<file path="src/rtl/mmc_dfi_cmd_sched.sv">
// DFI command scheduler. It arbitrates round-robin across MMC channels and tracks per-bank
// ACT->RD/WR and ACT->ACT timing. A read-tag FIFO routes each returned read burst back to the
// channel that issued it.
// Optional build macro: MGR_DFI_SCH_PERF_CNT_EN adds the issue and stall performance counters.
module mmc_dfi_cmd_sched #(
  parameter int unsigned NUM_CHAN     = 4,
  parameter int unsigned CHAN_W       = 2,
  parameter int unsigned BANK_W       = 2,
  parameter int unsigned ADDR_W       = 12,
  parameter int unsigned T_RCD        = 3,
  parameter int unsigned T_RC         = 8,
  parameter int unsigned RD_TAG_DEPTH = 8
) (
  input  logic                       clk,
  input  logic                       reset_poweron_n,
  input  logic [NUM_CHAN-1:0]        mmc__sch__valid,
  input  logic [2*NUM_CHAN-1:0]      mmc__sch__cmd,
  input  logic [BANK_W*NUM_CHAN-1:0] mmc__sch__bank,
  input  logic [ADDR_W*NUM_CHAN-1:0] mmc__sch__addr,
  output logic [NUM_CHAN-1:0]        sch__mmc__ready,
  output logic                       sch__dfi__cs,
  output logic [1:0]                 sch__dfi__cmd,
  output logic [BANK_W-1:0]          sch__dfi__bank,
  output logic [ADDR_W-1:0]          sch__dfi__addr,
  output logic [CHAN_W-1:0]          sch__dfi__chan,
  input  logic                       dfi__sch__valid,
  output logic                       sch__mmc__rtn_valid,
  output logic [CHAN_W-1:0]          sch__mmc__rtn_chan,
`ifdef MGR_DFI_SCH_PERF_CNT_EN
  output logic [31:0]                sch__perf_issue_cnt,
  output logic [31:0]                sch__perf_stall_cnt,
`endif
  output logic                       sch__tag_underflow
);

  localparam int unsigned NUM_BANKS = 1 << BANK_W;
  localparam int unsigned TAG_W     = (RD_TAG_DEPTH > 1) ? $clog2(RD_TAG_DEPTH) : 1;
  localparam int unsigned TIM_W     = $clog2(T_RC + 1);
  localparam logic [TAG_W:0] TAG_FULL = (TAG_W+1)'(RD_TAG_DEPTH);

  typedef enum logic [1:0] {CmdNop = 2'b00, CmdAct = 2'b01, CmdRd = 2'b10, CmdWr = 2'b11} cmd_e;

  cmd_e              cmd_a  [NUM_CHAN];
  logic [BANK_W-1:0] bank_a [NUM_CHAN];
  logic [ADDR_W-1:0] addr_a [NUM_CHAN];
  logic [NUM_CHAN-1:0] elig;

  logic                grant_vld;
  logic [CHAN_W-1:0]   grant_id;
  logic [CHAN_W-1:0]   arb_idx;
  cmd_e                g_cmd;
  logic [BANK_W-1:0]   g_bank;
  logic                issue;

  logic [NUM_BANKS-1:0] open_q;
  logic [TIM_W-1:0]     rcd_q [NUM_BANKS];
  logic [TIM_W-1:0]     rc_q  [NUM_BANKS];
  logic [CHAN_W-1:0]    ptr_q;

  logic [CHAN_W-1:0] tag_mem_q [RD_TAG_DEPTH];
  logic [TAG_W-1:0]  wr_ptr_q, rd_ptr_q;
  logic [TAG_W:0]    tag_cnt_q;
  logic              push, pop;

  // Unpack the flat per-channel request buses.
  always_comb begin
    for (int i = 0; i < NUM_CHAN; i++) begin
      cmd_a[i]  = cmd_e'(mmc__sch__cmd[2*i +: 2]);
      bank_a[i] = mmc__sch__bank[BANK_W*i +: BANK_W];
      addr_a[i] = mmc__sch__addr[ADDR_W*i +: ADDR_W];
    end
  end

  // Per-channel eligibility. Reset gating keeps ready low while the reset input is asserted.
  always_comb begin
    elig = '0;
    for (int i = 0; i < NUM_CHAN; i++) begin
      unique case (cmd_a[i])
        CmdNop: elig[i] = 1'b1;
        CmdAct: elig[i] = (rc_q[bank_a[i]] == '0);
        CmdRd:  elig[i] = open_q[bank_a[i]] && (rcd_q[bank_a[i]] == '0) && (tag_cnt_q < TAG_FULL);
        CmdWr:  elig[i] = open_q[bank_a[i]] && (rcd_q[bank_a[i]] == '0);
        default: elig[i] = 1'b0;
      endcase
      elig[i] = elig[i] & mmc__sch__valid[i] & reset_poweron_n;
    end
  end

  // Round-robin search starting one past the last granted channel.
  always_comb begin
    grant_vld = 1'b0;
    grant_id  = '0;
    arb_idx   = '0;
    for (int k = 1; k <= NUM_CHAN; k++) begin
      arb_idx = CHAN_W'((int'(ptr_q) + k) % NUM_CHAN);
      if (!grant_vld && elig[arb_idx]) begin
        grant_vld = 1'b1;
        grant_id  = arb_idx;
      end
    end
  end

  // One-hot grant to the winning channel and decode of the granted request.
  always_comb begin
    sch__mmc__ready = '0;
    if (grant_vld) sch__mmc__ready[grant_id] = 1'b1;
    g_cmd  = cmd_a[grant_id];
    g_bank = bank_a[grant_id];
    issue  = grant_vld && (g_cmd != CmdNop);
    push   = grant_vld && (g_cmd == CmdRd);
    pop    = dfi__sch__valid && (tag_cnt_q != '0);
  end

  // Registered command issue. Idle cycles keep bank/addr/chan from the last command.
  always_ff @(posedge clk or negedge reset_poweron_n) begin
    if (!reset_poweron_n) begin
      sch__dfi__cs   <= 1'b0;
      sch__dfi__cmd  <= CmdNop;
      sch__dfi__bank <= '0;
      sch__dfi__addr <= '0;
      sch__dfi__chan <= '0;
      ptr_q          <= CHAN_W'(NUM_CHAN - 1);
    end else begin
      sch__dfi__cs  <= issue;
      sch__dfi__cmd <= issue ? g_cmd : CmdNop;
      if (issue) begin
        sch__dfi__bank <= g_bank;
        sch__dfi__addr <= addr_a[grant_id];
        sch__dfi__chan <= grant_id;
      end
      if (grant_vld) ptr_q <= grant_id;
    end
  end

  // Bank open flags and saturating ACT timing counters.
  always_ff @(posedge clk or negedge reset_poweron_n) begin
    if (!reset_poweron_n) begin
      open_q <= '0;
      for (int b = 0; b < NUM_BANKS; b++) begin
        rcd_q[b] <= '0;
        rc_q[b]  <= '0;
      end
    end else begin
      for (int b = 0; b < NUM_BANKS; b++) begin
        if (grant_vld && (g_cmd == CmdAct) && (g_bank == BANK_W'(b))) begin
          open_q[b] <= 1'b1;
          rcd_q[b]  <= TIM_W'(T_RCD - 1);
          rc_q[b]   <= TIM_W'(T_RC - 1);
        end else begin
          if (rcd_q[b] != '0) rcd_q[b] <= rcd_q[b] - 1'b1;
          if (rc_q[b] != '0)  rc_q[b]  <= rc_q[b] - 1'b1;
        end
      end
    end
  end

  // Read-tag FIFO. A pop on an empty FIFO only raises the sticky underflow flag.
  always_ff @(posedge clk or negedge reset_poweron_n) begin
    if (!reset_poweron_n) begin
      for (int t = 0; t < RD_TAG_DEPTH; t++) tag_mem_q[t] <= '0;
      wr_ptr_q            <= '0;
      rd_ptr_q            <= '0;
      tag_cnt_q           <= '0;
      sch__mmc__rtn_valid <= 1'b0;
      sch__mmc__rtn_chan  <= '0;
      sch__tag_underflow  <= 1'b0;
    end else begin
      if (push) begin
        tag_mem_q[wr_ptr_q] <= grant_id;
        wr_ptr_q            <= wr_ptr_q + 1'b1;
      end
      if (pop) begin
        rd_ptr_q           <= rd_ptr_q + 1'b1;
        sch__mmc__rtn_chan <= tag_mem_q[rd_ptr_q];
      end
      if (push && !pop)      tag_cnt_q <= tag_cnt_q + 1'b1;
      else if (!push && pop) tag_cnt_q <= tag_cnt_q - 1'b1;
      sch__mmc__rtn_valid <= pop;
      if (dfi__sch__valid && (tag_cnt_q == '0)) sch__tag_underflow <= 1'b1;
    end
  end

`ifdef MGR_DFI_SCH_PERF_CNT_EN
  // Issue and stall counters, free-running with natural 32-bit wrap.
  always_ff @(posedge clk or negedge reset_poweron_n) begin
    if (!reset_poweron_n) begin
      sch__perf_issue_cnt <= '0;
      sch__perf_stall_cnt <= '0;
    end else begin
      if (issue) sch__perf_issue_cnt <= sch__perf_issue_cnt + 32'd1;
      if ((|mmc__sch__valid) && !grant_vld) sch__perf_stall_cnt <= sch__perf_stall_cnt + 32'd1;
    end
  end
`endif

endmodule

</file>
<file path="config.mk">
export PLATFORM = sky130hd
export DESIGN_NAME = mmc_dfi_cmd_sched
export DESIGN_NICKNAME = d
export VERILOG_FILES = /design/src/rtl/mmc_dfi_cmd_sched.sv
export SDC_FILE = /design/constraint.sdc
export NUM_CORES = 1
export LEC_CHECK = 0
export ABC_CLOCK_PERIOD_IN_PS = 6300
export CORE_AREA = 2 2 148 150
export DETAILED_ROUTE_END_ITERATION = 8
export DIE_AREA = 0 0 150 152
export PLACE_DENSITY = 0.45
export SLEW_MARGIN = 30
export SYNTH_ARGS = -nofsm -noshare
export SYNTH_HDL_FRONTEND = slang
export SYNTH_SLANG_ARGS = --single-unit
export TNS_END_PERCENT = 100
</file>
<file path="constraint.sdc">
create_clock -name clk -period 6.3 [get_ports clk]
set_input_delay 1.575 -clock clk [delete_from_list [all_inputs] [get_ports clk]]
set_output_delay 1.575 -clock clk [all_outputs]
set_load 0.03 [all_outputs]
</file>
# ---- Word level (Yosys, flattened, before mapping)
# Index checks and enable logic that the tools add are counted.
dict set report op_classes {
  n_addsub 16
  mul 0
  div 0
  n_lt_le_gt_ge 19
  eq_ne 17
  shifts 0
  muxes 89
  n_bitwise 15
  n_reduce_logical 62
}
# operator count
set op_table {}
lappend op_table {{4-bit two-way mux} 35}
lappend op_table {{4-bit binary-select mux with 2-bit select} 8}
lappend op_table {{4-bit logical NOT} 9}
lappend op_table {{4-bit nonzero test} 9}
lappend op_table {{4-bit by 1-bit subtractor with 4-bit output (second input constant)} 9}
lappend op_table {{2-bit by 3-bit less-than comparator with 1-bit output (second input constant)} 9}
lappend op_table {{12-bit binary-select mux with 2-bit select} 1}
lappend op_table {{1-bit logical AND} 24}
lappend op_table {{12-bit two-way mux} 2}
lappend op_table {{2-bit two-way mux} 12}
lappend op_table {{2-bit == test (second input constant)} 11}
lappend op_table {{2-bit nonzero test} 10}
lappend op_table {{1-bit binary-select mux with 2-bit select} 8}
lappend op_table {{16-bit bitwise mux} 1}
lappend op_table {{1-bit case mux with 4 select lines} 4}
lappend op_table {{3-bit greater-or-equal comparator (second input constant)} 5}
lappend op_table {{2-bit NOT with 3-bit output} 5}
lappend op_table {{1-bit two-way mux} 13}
lappend op_table {{2-bit by 1-bit == test with 1-bit output (second input constant)} 6}
lappend op_table {{2-bit logical NOT} 5}
lappend op_table {{1-bit bitwise AND} 8}
lappend op_table {{2-bit binary-select mux with 2-bit select} 2}
lappend op_table {{4-bit greater-or-equal comparator (second input constant)} 2}
lappend op_table {{3-bit NOT with 4-bit output} 2}
lappend op_table {{11 further kinds} 18}
dict set report totals {
  register_bits 87
  latchBits 0
  ramBits 0
  romBits 0
  in_bits 71
  out_inout_bits 27
  wordCells 250
  mem_count 0
}

# ---- Depth between registers and ports, before layout
# Gate-level depths: netlist (run 1).
dict set report logic_depth {
  ltp_word 32
  mapped_depth 20
  depth_no_buf 18
}

# ---- Least setup slack after synthesis (run 1)
# Ideal clock, no wire load.
dict set report synth_path {
  path_kind {input to output}
  from {input mmc__sch__bank[6]}
  to {output sch__mmc__ready[3]}
  arrival_ns 4.026
  required_time_ns 4.725
  setup_slack_ns 0.699
  cell_stages 9
  n_path_buf 4
  cell_sequence {mux4_2 o32a_1 a2bb2oi_1 o211ai_2 buf_6 buf_2 buf_2 clkbuf_1 nor2b_1}
}
dict set report synth_between {
  elab_chain_cells 27
  elab_cells_between_ends 44
  classes_between {2 x order compare; 28 x mux; 3 x bitwise; 11 x reduce/logical}
}
# element line
set synth_lines {}
lappend synth_lines {{start: declaration} 18} ;# input logic [BANK_W*NUM_CHAN-1:0] mmc__sch__bank,
lappend synth_lines {{2-bit NOT with 3-bit output (implied by the code)} {80, 81, 82}}
lappend synth_lines {{4-bit binary-select mux with 2-bit select} {81, 82}}
lappend synth_lines {{4-bit two-way mux (implied by the code) (2 in series)} {81, 82}}
lappend synth_lines {{4-bit logical NOT} {81, 82}}
lappend synth_lines {{1-bit logical AND} {81, 82}}
lappend synth_lines {{1-bit logical AND} 81} ;# CmdRd: elig[i] = open_q[bank_a[i]] && (rcd_q[bank_a[i]] == '0) && (tag_cnt_q < TAG_FULL);
lappend synth_lines {{1-bit case mux with 4 select lines *} 78} ;# unique case (cmd_a[i])
lappend synth_lines {{1-bit bitwise AND * (2 in series)} 85} ;# elig[i] = elig[i] & mmc__sch__valid[i] & reset_poweron_n;
lappend synth_lines {{[9 not listed]} n/a}
lappend synth_lines {{1-bit logical NOT} 96} ;# if (!grant_vld && elig[arb_idx]) begin
lappend synth_lines {{1-bit logical AND} 96}
lappend synth_lines {{2-bit two-way mux} 96}
lappend synth_lines {{2-bit by 3-bit less-than comparator with 1-bit output (implied by the code) or 2-bit by 1-bit greater-or-equal comparator with 1-bit output (tied branches)} 106} ;# if (grant_vld) sch__mmc__ready[grant_id] = 1'b1;
lappend synth_lines {{1-bit logical AND (implied by the code)} 106}
lappend synth_lines {{1-bit two-way mux (implied by the code)} 106}
lappend synth_lines {{1-bit demux with 2-bit select} 106}
lappend synth_lines {{4-bit two-way mux *} 106}
lappend synth_lines {{end: declaration} 20} ;# output logic [NUM_CHAN-1:0] sch__mmc__ready,
# Every way passes the cells marked *; elsewhere a longest branch is shown, timed or not. The select of a mux whose other input is x is not followed.

# ---- Worst setup path after layout (run 1)
dict set report layout_path {
  from {input mmc__sch__bank[6]}
  to {output sch__mmc__ready[1]}
}
# Same word-level chain as after synthesis.

==> flow_summary.yaml, run 1 <==
timing:
  drv_slew: 0
  worst_slew_pin_slew_ns: 0.853
  post-route-period-util: 0.946
  fmax_ghz: 0.168
  finalClockSkew_ns: 0.00625
  finalHoldViolCount: 0
  tns_ns: 0
  slew_headroom: 0.430
  min_period_ns: 5.96
  rsz0062_at_grt: "false"
  setup_viol: 0
clock_network:
  ctsResizeCount: 0
  cts_setup_buffers: 0
  cts_buffers: 9
  hold_buffers: 0
  ctsRootBufferMaster: "clkbuf_16"
  cts_tree: "done"
  cts_max_level: 3
  clock-sinks: 87
  worstSkewPairLatency_ns: 0.34
  clockBufferDepth: 2
  path_clk_slew_ns: 0.06
routing:
  dr.pass1.iters: 4
  drt-vias-per-instance: 4.54
  num_vias: 4043
  wirelength_mm: 13.2
  antenna_left: 0
  drt_first_iter_violations: 256
  wl_per_cell_um: 14.9
  route.detailed.drc: 0
power_and_ir_drop:
  power.density_nw_per_um2: 443
  leakage_nw: 2.94
  pwr-share-clk: 0.175
  switchingPower_mw: 1.18
  p_sw_frac: 0.393
  worst_ir_drop_vdd_mv: 0.130
  p_comb_frac: 0.470
  seqPwrFrac: 0.356
  internal_power_mw: 1.83
outcome:
  outcome: "finished clean"
global_route:
  antenna_found_initial: 0
  grt.overflow.total: 0
  grt_pass1_wl_mm: 22.0
  grt_max_degree: 46
  grt_pass1_vias: 4228
  gr-usage-all-layers: 0.122
placed_design:
  port_buffers: 97
  dpl.hpwl_mm: 10.1
  gp_congestion: 0.824
  dp.cells: 875
  placedInstanceArea_um2: 6510
synth:
  yosys.area.top_type_share: 0.410
  ys_seq_area_frac: 0.420
  synth_area_leaders: "dfrtp_1, mux2i_1, mux2_2"
  yosysWarnings: 0
  yosys_most_used_dff: "dfrtp_1"
  synth_edf_count: 0
  synth_most_common_cell: "dfrtp_1"
  syn_nets: 596
  syn_inst: 507
  ys_ff_latch: 87
  synth_common_cells: "dfrtp_1, nor2_1, inv_1, mux2i_1, nand2_1"
  yosysUniqueCellTypes: 61
  yosysTopAreaCell: "dfrtp_1"
  syn_area_per_cell_um2: 10.2
  synthArstFlopShare: 1.00
  syn-cell-area_um2: 5190
floorplanning:
  die-area_um2: 22800
  die_h_um: 152
  die-width_um: 150
  coreArea_um2: 21400
  row_count: 54
  num_io_pins: 98
  start_util: 0.243
worst_setup_path:
  startpoint_type: "input pin"
  cpMaxStageDelayCell: "clkdlybuf4s50_1"
  endpoint_kind: "primary output"
  critPathMaxStageDelay_ns: 0.56
  path_cells: "clkdlybuf4s50_1 -> mux4_2 -> o32a_1 -> a2bb2oi_1 -> o211ai_4 -> buf_4 -> buf_4 -> and3_1 -> buf_4"
  cp_max_fo: 26
  cpMostUsedCell: "buf_4"
  arrival_ns: 4.39
  cp.required_ns: 4.72
  crit_type: "in -> out"
cells_and_area:
  fin_nets: 695
  syn_to_final_growth_pct: 30.9
  instances_no_fill: 891
  drive_gt1_frac: 0.147
  antenna_cells: 0
  n_fill_cell: 2244
  fin_util: 0.318
  final_area_um2: 6800
min_path:
  hold_path_class: "reg -> reg"
flow_run:
  drv_cap: 0
power by group through the flow:
stage | Clock, mW | Combinational, mW | Sequential [mW]
after floorplan | 0 | 0.921 | 1.13
after global placement | 0 | 1.39 | 1.07
after detailed placement | 0 | 1.43 | 1.08
after CTS | 0.549 | 1.44 | 1.07
after global routing | 0.571 | 1.58 | 1.12
final | 0.526 | 1.41 | 1.07
cells in the final DEF, fill, tap and decap left out, types with 3 or more instances in the layout:
master and count:
clkdlybuf4s50_1 93, dfrtp_1 85, nor2_1 43, inv_1 41, mux2i_1 40, nand2_1 36, mux2_2 34, nand2b_1 25
a21oi_1 19, ha_1 17, xnor2_1 16, buf_4 14, nand3_1 9, clkbuf_16 9, nor3_1 8, o21ai_0 8
mux2_1 8, nand3b_1 7, nor2b_1 6, a211o_1 6, nand4_1 6, mux4_2 6, or4_1 5, a21o_1 4
or3_1 4, o22ai_1 3, o31ai_1 3, nor3b_1 3, or2_2 3
kinds of logic (layout without fill, tap and decap cells):
logic type | count (synthesis) | in the layout | synth area share
AOI/OAI and AO/OA | 66 | 66 | 0.0896
xor gates and xnor gates | 16 | 16 | 0.0270
adders and majority gates | 18 | 18 | 0.0448
buffers and inverters | 60 | 164 | 0.0475
DFF | 87 | 87 | 0.420
muxes | 88 | 88 | 0.194
and+or+nand+nor | 172 | 172 | 0.177
worst max-delay path, delay by kind of cell:
kind	cells	cell delay, ns
AO/OA/AOI/OAI	3	0.62
multiplexers	1	0.53
AND/OR/NAND/NOR	1	0.23
buffers and inverters	4	1.43
layer usage:
layer / vias up / track usage / part of all wire
met5: - / 0 / 0
met1: 1993 / 0.147 / 0.43
met3: 14 / 0.0279 / 0.038
met2: 69 / 0.213 / 0.52
met4: 0 / 0.0413 / 0.014
li1: 1967 / - / -
registers in the layout, summed over array words and instances, names as in the netlist:
| register | count |
|---|---|
| sch__tag_underflow | 1 |
| sch__dfi__cmd | 2 |
| sch__mmc__rtn_valid | 1 |
| sch__mmc__rtn_chan | 2 |
| tag_mem_q | 16 |
| ptr_q | 2 |
| sch__dfi__chan | 2 |
| wr_ptr_q | 3 |
| open_q | 4 |
| rc_q | 16 |
| sch__dfi__addr | 12 |
| tag_cnt_q | 4 |
| sch__dfi__bank | 2 |
| sch__dfi__cs | 1 |
| rcd_q | 16 |
| rd_ptr_q | 3 |
area by class of cell:
class,instances,area [um^2],area share
multi-input combinational,360,2790,0.410
timing repair buffer,107,1040,0.152
inverter,41,154,0.0226
clock inverter,5,37.5,0.00552
sequential,87,2180,0.321
clock buffer,11,253,0.0372
tap,280,350,0.0515
worst paths after layout:
check	start	to	slack (ns)	cells after the start
setup / recovery	mmc__sch__bank[6]	sch__mmc__ready[1]	0.34	9
hold / removal	sch__tag_underflow$_DFFE_PN0P_	sch__tag_underflow$_DFFE_PN0P_	0.46	1
setup reg to reg	rcd_q[1]$_DFFE_PN0P_	tag_cnt_q[3]$_DFFE_PN0P_	1.43	19
hold reg to reg	sch__tag_underflow$_DFFE_PN0P_	sch__tag_underflow$_DFFE_PN0P_	0.46	1
max in group asynchronous	reset_poweron_n	tag_mem_q[8]$_DFFE_PN0P_	4.30	2
min in group asynchronous	reset_poweron_n	rc_q[11]$_DFFE_PN0P_	1.11	1
metrics by stage:
step	setup WS (ns)	hold WS [ns]	power, mW
after floorplan	0.699	0.431	2.05
after detailed placement	0.315	0.452	2.51
after global routing	0.156	0.492	3.27
after global placement	0.362	0.441	2.46
final	0.339	0.462	3.01
after CTS	0.323	0.467	3.06
No activity file was read; power rests on OpenSTA's default activity.
==> inputs of run 2 (changes only) <==
--- a/config.mk
+++ b/config.mk
@@ -5,11 +5,12 @@
 export SDC_FILE = /design/constraint.sdc
 export NUM_CORES = 1
 export LEC_CHECK = 0
-export ABC_CLOCK_PERIOD_IN_PS = 6300
+export ABC_CLOCK_PERIOD_IN_PS = 5100
 export CORE_AREA = 2 2 148 150
+export CTS_CLUSTER_DIAMETER = 30
 export DETAILED_ROUTE_END_ITERATION = 8
 export DIE_AREA = 0 0 150 152
-export PLACE_DENSITY = 0.45
+export PLACE_DENSITY = 0.46
 export SLEW_MARGIN = 30
 export SYNTH_ARGS = -nofsm -noshare
 export SYNTH_HDL_FRONTEND = slang
==> constraint.sdc (replaced) <==
create_clock -name clk -period 5.1 [get_ports clk]
set_input_delay 1.275 -clock clk [delete_from_list [all_inputs] [get_ports clk]]
set_output_delay 1.275 -clock clk [all_outputs]
set_load 0.03 [all_outputs]
==> flow_summary.yaml, run 2 (synthesis gave the netlist of run 1 again) <==
timing:
  worst_slew_pin_slew_ns: 0.579
  fmax_ghz: 0.198
  post-route-period-util: 0.990
  drv_slew: 0
  setup_viol: 0
  layout_setup_ws_ns: 0.0520
  min_period_ns: 5.05
  tns_ns: 0
  finalHoldViolCount: 0
  finalClockSkew_ns: 0.00807
  slew_headroom: 0.611
worst_setup_path:
  startpoint: "mmc__sch__bank[6]"
  crit_cells: 8
  endpoint_kind: "primary output"
  path_delay_family: "buffers and inverters"
  timing.rr.end: "tag_cnt_q[3]$_DFFE_PN0P_"
  path_cells: "clkdlybuf4s50_1 -> mux4_2 -> o32a_1 -> a2bb2oi_1 -> o211ai_4 -> buf_4 -> nor2b_2 -> buf_4"
  cp_max_fo: 15
  cp.required_ns: 3.83
  r2r_cells: 19
  reg2reg_from: "rcd_q[1]$_DFFE_PN0P_"
  cpMostUsedCell: "buf_4"
  crit_type: "in -> out"
  critPathMaxStageDelay_ns: 0.57
  cp.buffers_inverters: 3
  cpMaxStageDelayCell: "clkdlybuf4s50_1"
  arrival_ns: 3.77
  ff2ff_setup_slack_ns: 0.71
  startpoint_type: "input pin"
  endpoint: "sch__mmc__ready[3]"
clock_network:
  ctsRootBufferMaster: "clkbuf_16"
  worstSkewPairLatency_ns: 0.35
  cts_setup_buffers: 0
  cts_tree: "done"
  cts_buffers: 9
  clock-sinks: 87
  hold_buffers: 0
  cts_max_level: 3
  path_clk_slew_ns: 0.06
  clockBufferDepth: 2
global_route:
  antenna_found_initial: 0
  gr-usage-all-layers: 0.123
  grt_pass1_wl_mm: 22.0
  grt.overflow.total: 0
  grt_max_degree: 38
  grt_pass1_vias: 4247
routing:
  dr.pass1.iters: 4
  num_vias: 4112
  route.detailed.drc: 0
  drt-vias-per-instance: 4.54
  antenna_left: 0
  wirelength_mm: 13.6
  drt_first_iter_violations: 208
  wl_per_cell_um: 15.0
floorplanning:
  die-width_um: 150
  die_h_um: 152
  die-area_um2: 22800
  num_io_pins: 98
  row_count: 54
  start_util: 0.243
  coreArea_um2: 21400
cells_and_area:
  final_cell_mix: "clkdlybuf4s50_1, dfrtp_1, nor2_1"
  drive_gt1_frac: 0.173
  antenna_cells: 0
  top_regs: "rc_q: 16 flops, rcd_q: 16 flops, tag_mem_q: 16 flops"
  fin_nets: 710
  fin_util: 0.326
  syn_to_final_growth_pct: 34.0
  final_common_cell: "clkdlybuf4s50_1"
  final_area_um2: 6960
  instances_no_fill: 906
placed_design:
  dp_slack_ns: -0.00695
  dpl.hpwl_mm: 10.6
  gp_congestion: 0.824
  port_buffers: 97
  dp.cells: 890
  placedInstanceArea_um2: 6640
power_and_ir_drop:
  worst_ir_drop_vdd_mv: 0.163
  power.density_nw_per_um2: 548
  leakage_nw: 3.03
outcome:
  outcome: "finished clean"
flow_run:
  drv_cap: 0
min_path:
  hold_path_class: "reg -> reg"
-- run 2: cell count changes in the layout (fill, tap and decap cells not counted) --
cell,change
buf_4,+14
buf_12,+2
bufinv_16,+1
clkbuf_1,+1
clkdlybuf4s50_1,-1
clkinv_2,-1
inv_6,-1
nor2_1,-1
nor2_2,+1
nor2b_1,-1
nor2b_2,+1
o31ai_1,-1
o31ai_2,+1
-- run 2: what timing repair did --
action,4_1_cts,5_1_grt
gates resized for setup,1,2
cloned,0,0
endpoints found under the setup margin,1,2
-- run 2: how the worst min path moves through the flow --
stage                                   start                             end  slack, ns  cells after the start
2_1_floorplan           open_q[2]$_DFFE_PN0P_           open_q[2]$_DFFE_PN0P_       0.43                      1
3_3_place_gp   sch__tag_underflow$_DFFE_PN0P_  sch__tag_underflow$_DFFE_PN0P_       0.44                      1
3_5_place_dp            open_q[2]$_DFFE_PN0P_           open_q[2]$_DFFE_PN0P_       0.45                      1
4_1_cts        sch__tag_underflow$_DFFE_PN0P_  sch__tag_underflow$_DFFE_PN0P_       0.47                      1
5_1_grt                 open_q[2]$_DFFE_PN0P_           open_q[2]$_DFFE_PN0P_       0.48                      1
6_report       sch__tag_underflow$_DFFE_PN0P_  sch__tag_underflow$_DFFE_PN0P_       0.46                      1
-- run 2: through the flow --
stage          total power [mW]  hold WS [ns]
4_1_cts                    3.87         0.465
5_1_grt                    4.12         0.483
3_5_place_dp               3.14         0.449
3_3_place_gp               3.08         0.443
2_1_floorplan              2.53         0.431
6_report                   3.81         0.462
-- run 2: area by class of cell --
class                           count  area [um^2]
Timing Repair Buffer              122         1170
Clock buffer                       12          256
Inverter                           41          154
Multi-Input combinational cell    360         2800
Tap cell                          280          350
Sequential cell                    87         2180
Fill cell                        2204        14400
Clock inverter                      4         53.8
-- run 2: layer usage --
layer	wire, um	vias up	track usage	share of wire
li1	-	1999	-	-
met1	5880	2030	0.150	0.43
met2	6980	62	0.213	0.51
met3	423	21	0.0252	0.031
met4	299	0	0.0458	0.022
met5	0	-	0	0
-- run 2: where the power goes --
part / internal, mW / switching [mW]
clock network: 0.409 / 0.298
registers: 1.03 / 0.282
logic: 0.905 / 0.889
